File: src/rtl/disp_arbiter_pkg.sv
// Shared types and helpers for the display arbiter: state encoding, sizes,
// and the round-robin winner search.
package disp_arbiter_pkg;

  localparam int NREQ   = 4;
  localparam int DATA_W = 16;
  localparam int IDX_W  = 2;

  typedef enum logic [1:0] {
    IDLE = 2'd0,
    OWN  = 2'd1,
    GAP  = 2'd2
  } state_e;

  typedef struct packed {
    logic             found;
    logic [IDX_W-1:0] idx;
  } pick_t;

  // Scan downward so the closest candidate after 'last' is written last and wins.
  function automatic pick_t rr_pick(input logic [NREQ-1:0] req,
                                    input logic [IDX_W-1:0] last);
    pick_t            p;
    logic [IDX_W-1:0] idx;
    p = '0;
    for (int k = NREQ; k >= 1; k--) begin
      idx = last + IDX_W'(k);
      if (req[idx]) begin
        p.found = 1'b1;
        p.idx   = idx;
      end
    end
    return p;
  endfunction

  function automatic logic [NREQ-1:0] onehot(input logic [IDX_W-1:0] idx);
    logic [NREQ-1:0] v;
    v      = '0;
    v[idx] = 1'b1;
    return v;
  endfunction

endpackage

File: src/rtl/disp_arbiter_if.sv
// Requester/display bundle between the arbiter and its users; the arbiter
// takes the slave side, requesters and the scan driver sit on the master side.
interface disp_arbiter_if;
  import disp_arbiter_pkg::*;

  logic [NREQ-1:0]   req;
  logic [DATA_W-1:0] data0;
  logic [DATA_W-1:0] data1;
  logic [DATA_W-1:0] data2;
  logic [DATA_W-1:0] data3;
  logic [NREQ-1:0]   grant;
  logic [IDX_W-1:0]  owner;
  logic [DATA_W-1:0] disp_x;
  logic              disp_valid;
  logic              tick;

  modport master (
    output req, data0, data1, data2, data3,
    input  grant, owner, disp_x, disp_valid, tick
  );

  modport slave (
    input  req, data0, data1, data2, data3,
    output grant, owner, disp_x, disp_valid, tick
  );

endinterface

File: src/rtl/disp_arbiter_tick_gen.sv
// Free-running prescaler producing a one-cycle dwell tick every PRESC clocks.
module tick_gen #(
  parameter int PRESC = 4
) (
  input  logic clk,
  input  logic clr_n,
  output logic tick
);

  localparam int CW = (PRESC > 1) ? $clog2(PRESC) : 1;
  localparam logic [CW-1:0] LAST = CW'(PRESC - 1);

  logic [CW-1:0] cnt_q;

  always_ff @(posedge clk or negedge clr_n) begin
    if (!clr_n) begin
      cnt_q <= '0;
    end else if (cnt_q == LAST) begin
      cnt_q <= '0;
    end else begin
      cnt_q <= cnt_q + CW'(1);
    end
  end

  // Decoded from the count register, so it drops to zero the moment reset asserts.
  assign tick = (cnt_q == LAST);

endmodule

File: src/rtl/disp_arbiter.sv
// Round-robin owner arbitration for a shared 4-digit display: the owner keeps
// the display for DWELL ticks before others may pre-empt, with a 1-cycle gap.
module disp_arbiter
  import disp_arbiter_pkg::*;
#(
  parameter int PRESC = 4,
  parameter int DWELL = 3
) (
  input  logic           clk,
  input  logic           clr_n,
  disp_arbiter_if.slave  bus
);

  localparam int DWW = $clog2(DWELL + 1);
  localparam logic [DWW-1:0] DWELL_MAX = DWW'(DWELL);

  state_e            state_q;
  logic [NREQ-1:0]   grant_q;
  logic [IDX_W-1:0]  owner_q;
  logic [DATA_W-1:0] disp_x_q;
  logic              disp_valid_q;
  logic [DWW-1:0]    dwell_q;

  logic              tick_w;
  pick_t             pick_d;
  logic [DATA_W-1:0] data_sel_d;
  logic              others_req_d;
  logic              dwell_done_d;

  tick_gen #(.PRESC(PRESC)) u_tick_gen (
    .clk   (clk),
    .clr_n (clr_n),
    .tick  (tick_w)
  );

  always_comb begin
    data_sel_d = bus.data0;
    case (owner_q)
      2'd1:    data_sel_d = bus.data1;
      2'd2:    data_sel_d = bus.data2;
      2'd3:    data_sel_d = bus.data3;
      default: data_sel_d = bus.data0;
    endcase
  end

  assign pick_d       = rr_pick(bus.req, owner_q);
  assign others_req_d = |(bus.req & ~onehot(owner_q));
  assign dwell_done_d = (dwell_q == DWELL_MAX);

  always_ff @(posedge clk or negedge clr_n) begin
    if (!clr_n) begin
      state_q      <= IDLE;
      grant_q      <= '0;
      owner_q      <= IDX_W'(NREQ - 1);
      disp_x_q     <= '0;
      disp_valid_q <= 1'b0;
      dwell_q      <= '0;
    end else begin
      case (state_q)
        IDLE: begin
          disp_x_q     <= '0;
          disp_valid_q <= 1'b0;
          if (pick_d.found) begin
            state_q <= OWN;
            grant_q <= onehot(pick_d.idx);
            owner_q <= pick_d.idx;
            dwell_q <= '0;
          end
        end
        OWN: begin
          disp_x_q <= data_sel_d;
          if (tick_w && !dwell_done_d) begin
            dwell_q <= dwell_q + DWW'(1);
          end
          // A dropped request and an expired dwell lead to the same GAP entry.
          if (!bus.req[owner_q] || (dwell_done_d && others_req_d)) begin
            state_q      <= GAP;
            grant_q      <= '0;
            disp_valid_q <= 1'b0;
          end else begin
            disp_valid_q <= 1'b1;
          end
        end
        GAP: begin
          disp_valid_q <= 1'b0;
          if (pick_d.found) begin
            state_q <= OWN;
            grant_q <= onehot(pick_d.idx);
            owner_q <= pick_d.idx;
            dwell_q <= '0;
          end else begin
            state_q  <= IDLE;
            disp_x_q <= '0;
          end
        end
        default: begin
          state_q      <= IDLE;
          grant_q      <= '0;
          disp_valid_q <= 1'b0;
        end
      endcase
    end
  end

  assign bus.grant      = grant_q;
  assign bus.owner      = owner_q;
  assign bus.disp_x     = disp_x_q;
  assign bus.disp_valid = disp_valid_q;
  assign bus.tick       = tick_w;

endmodule

File: src/flat_wrapper.sv
// flat-port wrapper written by rule: the top's interface ports become plain ports
module disp_arbiter_flat import disp_arbiter_pkg::*;
#(
  parameter int PRESC = 4,
  parameter int DWELL = 3
)
  (clk, clr_n, bus_req, bus_data0, bus_data1, bus_data2, bus_data3, bus_grant, bus_owner, bus_disp_x, bus_disp_valid, bus_tick);
  disp_arbiter_if bus_i ();
  input  logic clk;
  input  logic clr_n;
  input wire logic [$bits(bus_i.req)-1:0] bus_req;
  input wire logic [$bits(bus_i.data0)-1:0] bus_data0;
  input wire logic [$bits(bus_i.data1)-1:0] bus_data1;
  input wire logic [$bits(bus_i.data2)-1:0] bus_data2;
  input wire logic [$bits(bus_i.data3)-1:0] bus_data3;
  output wire logic [$bits(bus_i.grant)-1:0] bus_grant;
  output wire logic [$bits(bus_i.owner)-1:0] bus_owner;
  output wire logic [$bits(bus_i.disp_x)-1:0] bus_disp_x;
  output wire logic [$bits(bus_i.disp_valid)-1:0] bus_disp_valid;
  output wire logic [$bits(bus_i.tick)-1:0] bus_tick;
  assign bus_i.req = bus_req;
  assign bus_i.data0 = bus_data0;
  assign bus_i.data1 = bus_data1;
  assign bus_i.data2 = bus_data2;
  assign bus_i.data3 = bus_data3;
  assign bus_grant = bus_i.grant;
  assign bus_owner = bus_i.owner;
  assign bus_disp_x = bus_i.disp_x;
  assign bus_disp_valid = bus_i.disp_valid;
  assign bus_tick = bus_i.tick;
  disp_arbiter #(.PRESC(PRESC), .DWELL(DWELL)) u_core (.clk(clk), .clr_n(clr_n), .bus(bus_i));
endmodule
File: config.mk
export PLATFORM = sky130hd
export DESIGN_NAME = disp_arbiter_flat
export DESIGN_NICKNAME = d
export VERILOG_FILES = /design/src/rtl/disp_arbiter_pkg.sv /design/src/rtl/disp_arbiter_if.sv /design/src/rtl/disp_arbiter_tick_gen.sv /design/src/rtl/disp_arbiter.sv /design/src/flat_wrapper.sv
export SDC_FILE = /design/constraint.sdc
export NUM_CORES = 1
export LEC_CHECK = 0
export CAP_MARGIN = 20
export CORE_MARGIN = 2
export CORE_UTILIZATION = 42
export DETAILED_ROUTE_END_ITERATION = 7
export PLACE_DENSITY = 0.86
export SLEW_MARGIN = 20
export SYNTH_ARGS = -nofsm -noshare
export SYNTH_HDL_FRONTEND = slang
export SYNTH_SLANG_ARGS = --single-unit
export TNS_END_PERCENT = 5
File: constraint.sdc
create_clock -name clk -period 4.09 [get_ports clk]
set_clock_uncertainty 0.1 [all_clocks]
set_input_delay 0.6135 -clock clk [delete_from_list [all_inputs] [get_ports clk]]
set_output_delay 0.6135 -clock clk [all_outputs]
set_load 0.02 [all_outputs]
==> impl_results.md <==
* P_int at ~1.0 mW
* IO buf count at 93
* Critical-path cell list: ha_1 > nor2b_1 > o41ai_1 > a31o_2 > o2bb2ai_1
* Inserted Diodes at 0
* Total Wirelength at between 5000 and 6000 µm
* Pwr per Cell Area at around 640 nW/µm²
* Clk root buf: clkbuf_8
* DP HPWL at ~4200 µm
* Post-route ant nets at 0
* Worst-margin pin slew at roughly 0.93 ns
* TritonCTS Buffers at 5
* Routability congestion estimate from global placement at between 0.8 and 0.9
* Status: finished, final reports clean
* Global route total overflow at 0
* WL per Instance at ~18 µm
* Number of max-cap violations at 0
* Register bit count reported by yosys at 29
* NumNets Final at 332
* Sequential area share after synthesis at between 40% and 50%
* CP bufs+invs at 0
* Yosys cell types at 36
* Peak supply drop at between 500 and 600 µV
* Worst-skew pair later-pin latency at between 0.2 and 0.3 ns
* Startpoint Class: register
* # placed instances at slightly below 300
* Hold Startpoint: u_core.u_tick_gen.cnt_q[0]
* Critical path arrival at 2.64 ns
* Leading cell types in the layout, fill and taps excluded: 93 x clkdlybuf4s50_1, 27 x dfrtp_1, 19 x nand2_1
* DR vias at around 1800
* Die Span X at roughly 68 µm
* First-pass GRT wire length at 8059 µm
* Total track usage at a little under a quarter
* Clock share of power at 12.8%
* Largest net degree at the start of global routing at 33
* Core ar. at between 4000 and 5000 µm²
* Vias in the first global route at ~1600
* Reg2reg end: u_core.bus.grant[1]
* Area growth syn-to-layout at 57.61%
* Initial antenna violation count at 0
* Slowest CP cell: dfstp_2
* 1st-pass router iterations at 7
* Layout cells sized above 1 at ~7.0%
* Initial Util at 43.54%
* Initial DRC Count at between 150 and 200
* Via density at a little under 6
* F_max at 0.3938 GHz
* Syn_nets at 247
* Worst Hold Path EP: u_core.u_tick_gen.cnt_q[0]
* Reg-to-Reg Start: u_core.bus.owner[0]
* RSZ-0062 raised after global routing: no
* DIE AREA at about 4700 µm²
* Slew Limit Fails at 0
* Number of gates resized after CTS at 0
* Synthesized area at ~1700 µm²
* CP Class: reg2reg
* Sw Pwr at roughly 760 µW
* Post-route DRC at 0
* Util after Layout at approximately 69%
* CTS Buffer Depth at 2
* # setup viols final at 0
* Fin crit period at approximately 2.5 ns
* TNS Setup at 0 ns
* Most common cell after layout, fill and taps aside: clkdlybuf4s50_1
* Sw frac at ~43%
* Largest stage delay, worst path at around 0.68 ns
* R2r setup slk at between 1.5 and 2 ns
* Slew margin rel. at between 30% and 40%
* Sequential power share at between 20% and 30%
* Hold path depth at 1
* Die H at around 68 µm
* Tcrit/Tclk final at 62.08%
* Num rows at 23
* Synth warn at 0
* Worst r2r path cells at 5
* Worst Hold Class: reg2reg
* Sink Count at 29
* CP required at 4.19 ns
* CTS tree: yes
* CP Capture Type: register
* Setup Fix Bufs, Post-CTS at 0
* Htree depth at 2
* CP delay by family, top: compound AO/OA/AOI/OAI gates
* Post-Layout Cell Count at approximately 300
* Post-Syn Instances at 170
* Worst-path clk slew at about 0.060 ns
* Hold buffer count at CTS at 0
* Leak at between 1 and 1.5 nW
* IO Pins at 94
* Combinational group share of total power at 59.7%
* Maximum fanout along the worst path at 17
* Syn Area/Cell at 10.25 µm²
* Final hold violations at 0
layout make-up:
cell class | instances | area, µm²
clock buffer | 6 | 72.57
tap | 50 | 62.56
fill | 315 | 1255
inverter | 4 | 15.01
multi-input combinational | 120 | 910.9
timing repair buffer | 95 | 945.9
clock inverter | 2 | 10.01
sequential | 29 | 728.2
routing by layer:
| layer | vias to the layer above | routed length (µm) | share of wire (%) | track usage [%] |
|---|---|---|---|---|
| met4 | 0 | 150 | 2.7 | 9.000 |
| li1 | 834 | - | - | - |
| met3 | 16 | 355 | 6.3 | 5.757 |
| met2 | 80 | 2957 | 52 | 37.62 |
| met5 | - | 0 | 0 | 0 |
| met1 | 864 | 2185 | 39 | 30.60 |
through the flow:
stage	hold slack, ns	setup WS [ns]	area [µm²]	total power [mW]
6_report	0.3267	1.551	2745	1.760
5_1_grt	0.3585	1.422	2745	1.872
4_1_cts	0.3287	1.418	2743	1.760
3_5_place_dp	0.3196	1.180	2660	1.527
3_3_place_gp	0.3139	1.304	2660	1.498
2_1_floorplan	0.2179	1.733	1742	1.159
power by group through the flow:
stage / Clock [mW] / Sequential, mW / Combinational, mW
global route: 0.249 / 0.496 / 1.13
CTS: 0.228 / 0.482 / 1.05
finish: 0.225 / 0.484 / 1.05
global placement: 0 / 0.483 / 1.01
floorplan: 0 / 0.544 / 0.615
detailed placement: 0 / 0.483 / 1.04
worst max-delay path by stage:
| stage | endpoint | cells past startpoint | slack, ns | start |
|---|---|---|---|---|
| after floorplan | u_core.bus.grant[2] | 7 | 1.73 | u_core.bus.owner[0] |
| after global placement | u_core.bus.disp_x[0] | 5 | 1.30 | bus_req[0] |
| after detailed placement | u_core.bus.disp_x[10] | 5 | 1.18 | bus_req[0] |
| after CTS | u_core.bus.disp_x[0] | 5 | 1.42 | bus_req[0] |
| after global routing | u_core.bus.grant[1] | 5 | 1.42 | u_core.bus.owner[0] |
| final | u_core.bus.grant[1] | 5 | 1.55 | u_core.bus.owner[0] |
cells in the mapped netlist, drive strengths merged:
master / number / area (µm²)
dfrtp: 27 / 675.7
nand2: 19 / 71.32
o21ai: 18 / 90.09
a222oi: 16 / 160.2
a22o: 16 / 140.1
clkbuf: 10 / 37.54
buf: 7 / 52.54
ha: 7 / 87.58
nor2b: 7 / 43.79
nor2: 6 / 22.52
inv: 4 / 15.01
mux2: 4 / 48.79
o21a: 3 / 22.52
o22ai: 3 / 18.77
a32o: 2 / 20.02
dfstp: 2 / 52.55
mux2i: 2 / 20.02
o211ai: 2 / 15.01
o2bb2ai: 2 / 17.52
a211o: 1 / 8.760
a221oi: 1 / 8.760
a31o: 1 / 8.760
and2b: 1 / 7.510
and3: 1 / 6.260
mux4: 1 / 22.52
nand2b: 1 / 6.260
nand3b: 1 / 7.510
nor4: 1 / 21.27
o221ai: 1 / 8.760
o22a: 1 / 8.760
o41ai: 1 / 8.760
or2: 1 / 6.260
flip-flops by register name (all words and copies together), names as in the netlist:
signal	cells
u_core.bus.disp_valid	1
u_core.dwell_q	2
u_core.bus.grant	4
u_core.bus.disp_x	16
u_core.bus.owner	2
u_core.u_tick_gen.cnt_q	2
u_core.state_q	2
kinds of logic (layout without fill, tap and decap cells):
family                     count (synthesis)  in the layout  share of synthesized area (%)
DFF                                       29             29                          41.81
adders and majority gates                  7              7                          5.029
muxes                                      7              7                          5.244
buffers and inverters                     21            107                          6.034
AOI/OAI and AO/OA                         68             68                          30.82
and+or+nand+nor                           38             38                          11.06
Power figures use the tool's default switching activity.
